[config.mk]
export PLATFORM = sky130hd
export DESIGN_NAME = direct_mapped_cache
export DESIGN_NICKNAME = d
export VERILOG_FILES = /design/src/rtl/direct_mapped_cache.sv
export SDC_FILE = /design/constraint.sdc
export NUM_CORES = 2
export LEC_CHECK = 0
export BUFFER_PORTS_ARGS = -buffer_cell sky130_fd_sc_hd__buf_2
export CORE_MARGIN = 2
export CORE_UTILIZATION = 40
export CTS_CLUSTER_SIZE = 16
export DETAILED_ROUTE_END_ITERATION = 6
export SLEW_MARGIN = 30
export SYNTH_ARGS = -nofsm -noshare
export SYNTH_HDL_FRONTEND = slang
export SYNTH_SLANG_ARGS = --single-unit
[constraint.sdc]
create_clock -name clk -period 15.3 [get_ports clk]
set_input_delay 0 -clock clk [delete_from_list [all_inputs] [get_ports clk]]
set_output_delay 0 -clock clk [all_outputs]
set_load 0.01 [all_outputs]
[src/rtl/direct_mapped_cache.sv]
// Direct-mapped, write-back, write-allocate data cache with a valid/ready line port to memory.
// Optional build macro CACHE_STATS_EN adds 32-bit hit_count / miss_count outputs.
module direct_mapped_cache #(
   parameter int NUM_SETS   = 16,
   parameter int LINE_WORDS = 4
) (
   input  logic                     clk,
   input  logic                     reset,
   input  logic                     is_input_valid,
   input  logic [31:0]              addr,
   input  logic                     mem_read,
   input  logic                     mem_write,
   input  logic [31:0]              din,
   output logic                     is_ready,
   output logic                     is_output_valid,
   output logic [31:0]              dout,
   output logic                     is_hit,
   output logic                     mem_req_valid,
   input  logic                     mem_req_ready,
   output logic                     mem_we,
   output logic [31:0]              mem_addr,
   output logic [32*LINE_WORDS-1:0] mem_wdata,
   input  logic                     mem_resp_valid,
   input  logic [32*LINE_WORDS-1:0] mem_rdata
`ifdef CACHE_STATS_EN
   ,
   output logic [31:0]              hit_count,
   output logic [31:0]              miss_count
`endif
);

   localparam int W  = $clog2(LINE_WORDS);
   localparam int I  = $clog2(NUM_SETS);
   localparam int TW = 32 - 2 - W - I;
   localparam int LW = 32 * LINE_WORDS;

   localparam logic [2:0] IDLE      = 3'd0;
   localparam logic [2:0] WB_REQ    = 3'd1;
   localparam logic [2:0] WB_WAIT   = 3'd2;
   localparam logic [2:0] FILL_REQ  = 3'd3;
   localparam logic [2:0] FILL_WAIT = 3'd4;

   logic [2:0]          state;
   logic [2:0]          next_state;
   logic [NUM_SETS-1:0] valid;
   logic [NUM_SETS-1:0] dirty;
   logic [TW-1:0]       tag_mem  [NUM_SETS];
   logic [LW-1:0]       data_mem [NUM_SETS];
   logic [TW-1:0]       miss_tag;
   logic [I-1:0]        miss_index;

   logic [TW-1:0] req_tag;
   logic [I-1:0]  req_index;
   logic [W-1:0]  req_word;
   logic          hit;
   logic          miss;
   logic          fill_done;
   logic          unused_addr_bits;

   assign req_tag          = addr[31 -: TW];
   assign req_index        = addr[2+W +: I];
   assign req_word         = addr[2 +: W];
   assign unused_addr_bits = ^addr[1:0];

   // Request decode; hits answer in the same cycle they are presented.
   always_comb begin
      hit       = 1'b0;
      miss      = 1'b0;
      fill_done = (state == FILL_WAIT) && mem_resp_valid;
      if (is_input_valid && (state == IDLE) && (mem_read || mem_write)) begin
         hit  = valid[req_index] && (tag_mem[req_index] == req_tag);
         miss = !(valid[req_index] && (tag_mem[req_index] == req_tag));
      end else begin
         hit  = 1'b0;
         miss = 1'b0;
      end
   end

   assign is_ready        = (state == IDLE);
   assign is_hit          = hit;
   assign is_output_valid = hit;

   // Load data is forced to zero unless a load actually completes.
   always_comb begin
      dout = 32'd0;
      if (hit && mem_read && !mem_write) begin
         dout = data_mem[req_index][{req_word, 5'd0} +: 32];
      end else begin
         dout = 32'd0;
      end
   end

   // Memory port: address and data come from latched miss state, so they hold while valid is high.
   always_comb begin
      mem_req_valid = 1'b0;
      mem_we        = 1'b0;
      mem_addr      = 32'd0;
      mem_wdata     = '0;
      case (state)
         WB_REQ: begin
            mem_req_valid = 1'b1;
            mem_we        = 1'b1;
            mem_addr      = {tag_mem[miss_index], miss_index, {(W+2){1'b0}}};
            mem_wdata     = data_mem[miss_index];
         end
         FILL_REQ: begin
            mem_req_valid = 1'b1;
            mem_addr      = {miss_tag, miss_index, {(W+2){1'b0}}};
         end
         default: begin
            mem_req_valid = 1'b0;
         end
      endcase
   end

   // Miss-handling state machine transitions.
   always_comb begin
      next_state = state;
      case (state)
         IDLE: begin
            if (miss && valid[req_index] && dirty[req_index]) begin
               next_state = WB_REQ;
            end else if (miss) begin
               next_state = FILL_REQ;
            end else begin
               next_state = IDLE;
            end
         end
         WB_REQ:    next_state = mem_req_ready  ? WB_WAIT   : WB_REQ;
         WB_WAIT:   next_state = mem_resp_valid ? FILL_REQ  : WB_WAIT;
         FILL_REQ:  next_state = mem_req_ready  ? FILL_WAIT : FILL_REQ;
         FILL_WAIT: next_state = mem_resp_valid ? IDLE      : FILL_WAIT;
         default:   next_state = IDLE;
      endcase
   end

   // Control state; reset drops valid/dirty so any in-flight victim data is discarded.
   always_ff @(posedge clk or negedge reset) begin
      if (!reset) begin
         state      <= IDLE;
         valid      <= '0;
         dirty      <= '0;
         miss_tag   <= '0;
         miss_index <= '0;
      end else begin
         state <= next_state;
         if (miss) begin
            miss_tag   <= req_tag;
            miss_index <= req_index;
         end
         if (hit && mem_write) begin
            dirty[req_index] <= 1'b1;
         end
         if (fill_done) begin
            valid[miss_index] <= 1'b1;
            dirty[miss_index] <= 1'b0;
         end
      end
   end

   // Tag and data arrays carry no reset; valid bits guard them.
   always_ff @(posedge clk) begin
      if (hit && mem_write) begin
         data_mem[req_index][{req_word, 5'd0} +: 32] <= din;
      end
      if (fill_done) begin
         data_mem[miss_index] <= mem_rdata;
         tag_mem[miss_index]  <= miss_tag;
      end
   end

`ifdef CACHE_STATS_EN
   logic replay;

   // Statistics; the hit that replays a just-filled miss is not counted again.
   always_ff @(posedge clk or negedge reset) begin
      if (!reset) begin
         hit_count  <= 32'd0;
         miss_count <= 32'd0;
         replay     <= 1'b0;
      end else begin
         replay <= fill_done;
         if (miss) begin
            miss_count <= miss_count + 32'd1;
         end
         if (hit && !replay) begin
            hit_count <= hit_count + 32'd1;
         end
      end
   end
`endif

endmodule
==> results.json <==
{
  "grt_pass1_vias": 66510,
  "p_leak_nw": 41.80,
  "synth-edff-count": 2432,
  "hpwl_um": 225400,
  "drt_iter0_drc": 8019,
  "netlist_area_mm2": 0.1164,
  "critPathCaptureType": "primary output",
  "ios": 396,
  "clkTransAtPathRegs_ns": 0.06,
  "path_common_cell": "buf_4",
  "hold_path.class": "input pin to flop",
  "wl_per_cell_um": 38.09,
  "ys_seq_elements": 2495,
  "cts-root-buf": "clkbuf_16",
  "power_density_mw_per_mm2": 149.2,
  "cts_tree": "done",
  "syn-instance-count": 5342,
  "violations": "hold timing",
  "hold_slack_ns": -0.01353,
  "maxSlewViolCount": 0,
  "initial_core_util_pct": 40.12,
  "clockBufferDepth": 4,
  "gp_congestion": 0.8037,
  "grt_antenna_before_repair": 52,
  "ir_worst_vdd_mv": 0.1149,
  "totalWireLength_um": 385000,
  "die_w_um": 543.4,
  "fin_crit_ns": 6.778,
  "status": "finished with violations",
  "grt_pass1_wl_um": 527900,
  "async_reset_ff_share_pct": 2.525,
  "synth.avg_cell_area_um2": 21.79,
  "critical-path-max-stage-delay_ns": 0.83,
  "die_y_um": 543.4,
  "worst-slew-pin-transition_ns": 1.064,
  "crit_path_cell_trace": "dlygate4sd3_1 > buf_8 > buf_4 > buf_6 > nor2b_1 > buf_4 > a22oi_1 > a21oi_1 > o2111ai_1 > or4_1 > a2111oi_2 > nand4_1 > buf_4 > nor2b_1 > buf_2",
  "core_area_mm2": 0.2901,
  "slowest_stage": "or4_1",
  "crit_type": "input pin to primary output",
  "htreeDepth": 5,
  "final_nets": 6154,
  "fin_crit_sh_pct": 44.30,
  "grt_start_max_net_pins": 122,
  "num_rows": 198,
  "synth.distinct_cells": 61,
  "detail-route-antenna-nets": 0,
  "areaGrowthSynthToFinish_pct": 15.60,
  "drc": 0,
  "start_kind": "input pin",
  "yosysWarnings": 0,
  "cp.required_ns": 15.30,
  "numPortBuffers": 389,
  "drv_cap": 0,
  "fmax_mhz": 147.5,
  "fin_setup_tns_ns": 0,
  "first_pass_iters": 5,
  "setup_viol": 0,
  "via_count": 64355,
  "relSlewSlack_pct": 29.05,
  "grt_overflow": 0,
  "arrival_ns": 6.78,
  "viasPerCell": 6.367,
  "die_area_mm2": 0.2953,
  "grt_use_total_pct": 25.96,
  "synth-main-ff-cell": "edfxtp_1",
  "numCtsBuffers": 278,
  "skew_ns": 0.07024,
  "rsz0062_at_grt": "no",
  "worst-path-max-fanout": 69,
  "cts_sinks": 2495,
  "worst_skew_pair.late_latency_ns": 0.91,
  "drive_gt1_share_pct": 41.94,
  "synth-seq-area-share_pct": 64.10,
  "hold_viol": 16,
  "nFillCells": 24089
}
==> final cells by class <==
type	instances	area [um2]	share of cell area (%)
clock inverters	138	1391	1.034
diodes	50	125.1	0.09299
repair buffers	759	5537	4.115
multi-input cells	2393	40530	30.12
flip-flops and latches	2495	74620	55.46
well taps	3900	4880	3.627
inverters	23	87.58	0.06510
clock buffers	349	7378	5.484
==> state kept, by name, summed over array words and instances, names as in the netlist <==
name        cells
data_mem     2048
dirty          16
miss_index      4
miss_tag       24
state           3
tag_mem       384
valid          16
==> cell usage in the layout (no fill, tap or decap), types with 7 or more instances in the layout <==
master	synthesis	routed
mux2i_1	61	61
clkbuf_8	0	7
a221oi_1	9	9
bufinv_16	0	17
nand2b_1	20	20
xnor2_1	16	16
dfrtp_1	63	59
clkbuf_1	288	60
buf_6	9	15
mux2_2	37	37
inv_6	0	7
dlygate4sd3_1	0	197
clkinv_8	0	8
buf_12	0	8
nand2_1	133	133
and2_1	137	136
a22oi_1	21	21
inv_16	0	7
o21ai_0	25	21
xor2_1	9	9
diode_2	0	50
nor2b_1	44	42
inv_1	22	22
nand3_1	65	64
edfxtp_1	2432	2432
mux4_2	1515	1515
nor2_4	0	61
clkinv_1	0	50
buf_4	10	145
buf_2	43	384
clkinv_2	0	40
nor2_1	74	12
a22o_1	126	126
clkbuf_16	0	282
==> cell families after synthesis <==
| kind of cell | count (synthesis) | share of synthesized area, % |
|---|---|---|
| AO/OA/AOI/OAI | 227 | 1.531 |
| XOR/XNOR | 25 | 0.1881 |
| adder cells (fa/ha/maj) | 5 | 0.05375 |
| buffers and inverters | 457 | 1.610 |
| flip-flops | 2495 | 64.10 |
| multiplexers | 1614 | 30.21 |
| other | 1 | 0.003222 |
| AND/OR/NAND/NOR | 518 | 2.303 |
==> Yosys cell counts (6+ instances only) <==
cell type	count	share of area, %
a21oi_1	10	0.043
a221oi_1	9	0.068
a22o_1	126	0.95
a22oi_1	21	0.14
and2_1	137	0.74
and3_1	7	0.038
buf_1	84	0.27
buf_2	43	0.18
buf_4	10	0.065
buf_6	9	0.087
clkbuf_1	288	0.93
dfrtp_1	63	1.4
edfxtp_1	2432	63
inv_1	22	0.071
mux2_2	37	0.36
mux2i_1	61	0.52
mux4_2	1515	29
nand2_1	133	0.43
nand2b_1	20	0.11
nand3_1	65	0.28
nand4_1	6	0.032
nor2_1	74	0.24
nor2b_1	44	0.24
o21ai_0	25	0.11
o21ai_1	6	0.026
xnor2_1	16	0.12
xor2_1	9	0.068
==> final timing paths <==
| path | startpoint | to | slack [ns] | cells after the start |
|---|---|---|---|---|
| hold / removal | mem_rdata[70] | data_mem[6][70]$_DFFE_PP_ | -0.01 | 3 |
| hold reg to reg | valid[8]$_DFFE_PN0P_ | valid[8]$_DFFE_PN0P_ | 0.47 | 1 |
| min in group asynchronous | reset | miss_tag[16]$_DFFE_PN0N_ | 0.24 | 4 |
| setup reg to reg | tag_mem[10][10]$_DFFE_PP_ | data_mem[0][74]$_DFFE_PP_ | 10.39 | 9 |
| max in group asynchronous | reset | miss_tag[13]$_DFFE_PN0N_ | 14.08 | 4 |
| setup / recovery | addr[5] | dout[25] | 8.52 | 15 |
==> layer usage <==
layer	share of wire [%]	up-vias	GRT usage, %
li1	-	24861	-
met1	37	35344	33.73
met2	49	3389	42.19
met3	8.0	739	3.850
met4	5.9	22	14.34
met5	0.041	-	0
==> what timing repair did <==
action,CTS,global route
gates resized for setup,0,0
hold buffers,197,0
endpoints found under the hold margin,1967,0
setup buffers,0,0
==> critical path, delay by kind of cell <==
kind,cells,cell delay (ns)
AO/OA/AOI/OAI,4,0.95
AND/OR/NAND/NOR,4,2.27
buffers and inverters,7,3.34
==> metrics by stage <==
step                utilization [%]  setup slack (ns)  cells  power [W]  area, um2
floorplan                         -             9.930   5345    0.01171     116400
global placement              42.53             8.438   9363    0.01364     123400
detailed placement            42.59             8.764   9368    0.01369     123500
CTS                           46.29             8.362  10052    0.02023     134300
global route                  46.36             8.292  10087    0.02070     134500
finish                        46.38             8.522  10107    0.02007     134500
==> report_power, final <==
group / switching (W) / internal, W
clock: 0.00281 / 0.00374
sequential: 0.000262 / 0.00779
combinational: 0.00291 / 0.00257
total: 0.00597 / 0.0141
Power figures use the tool's default switching activity.
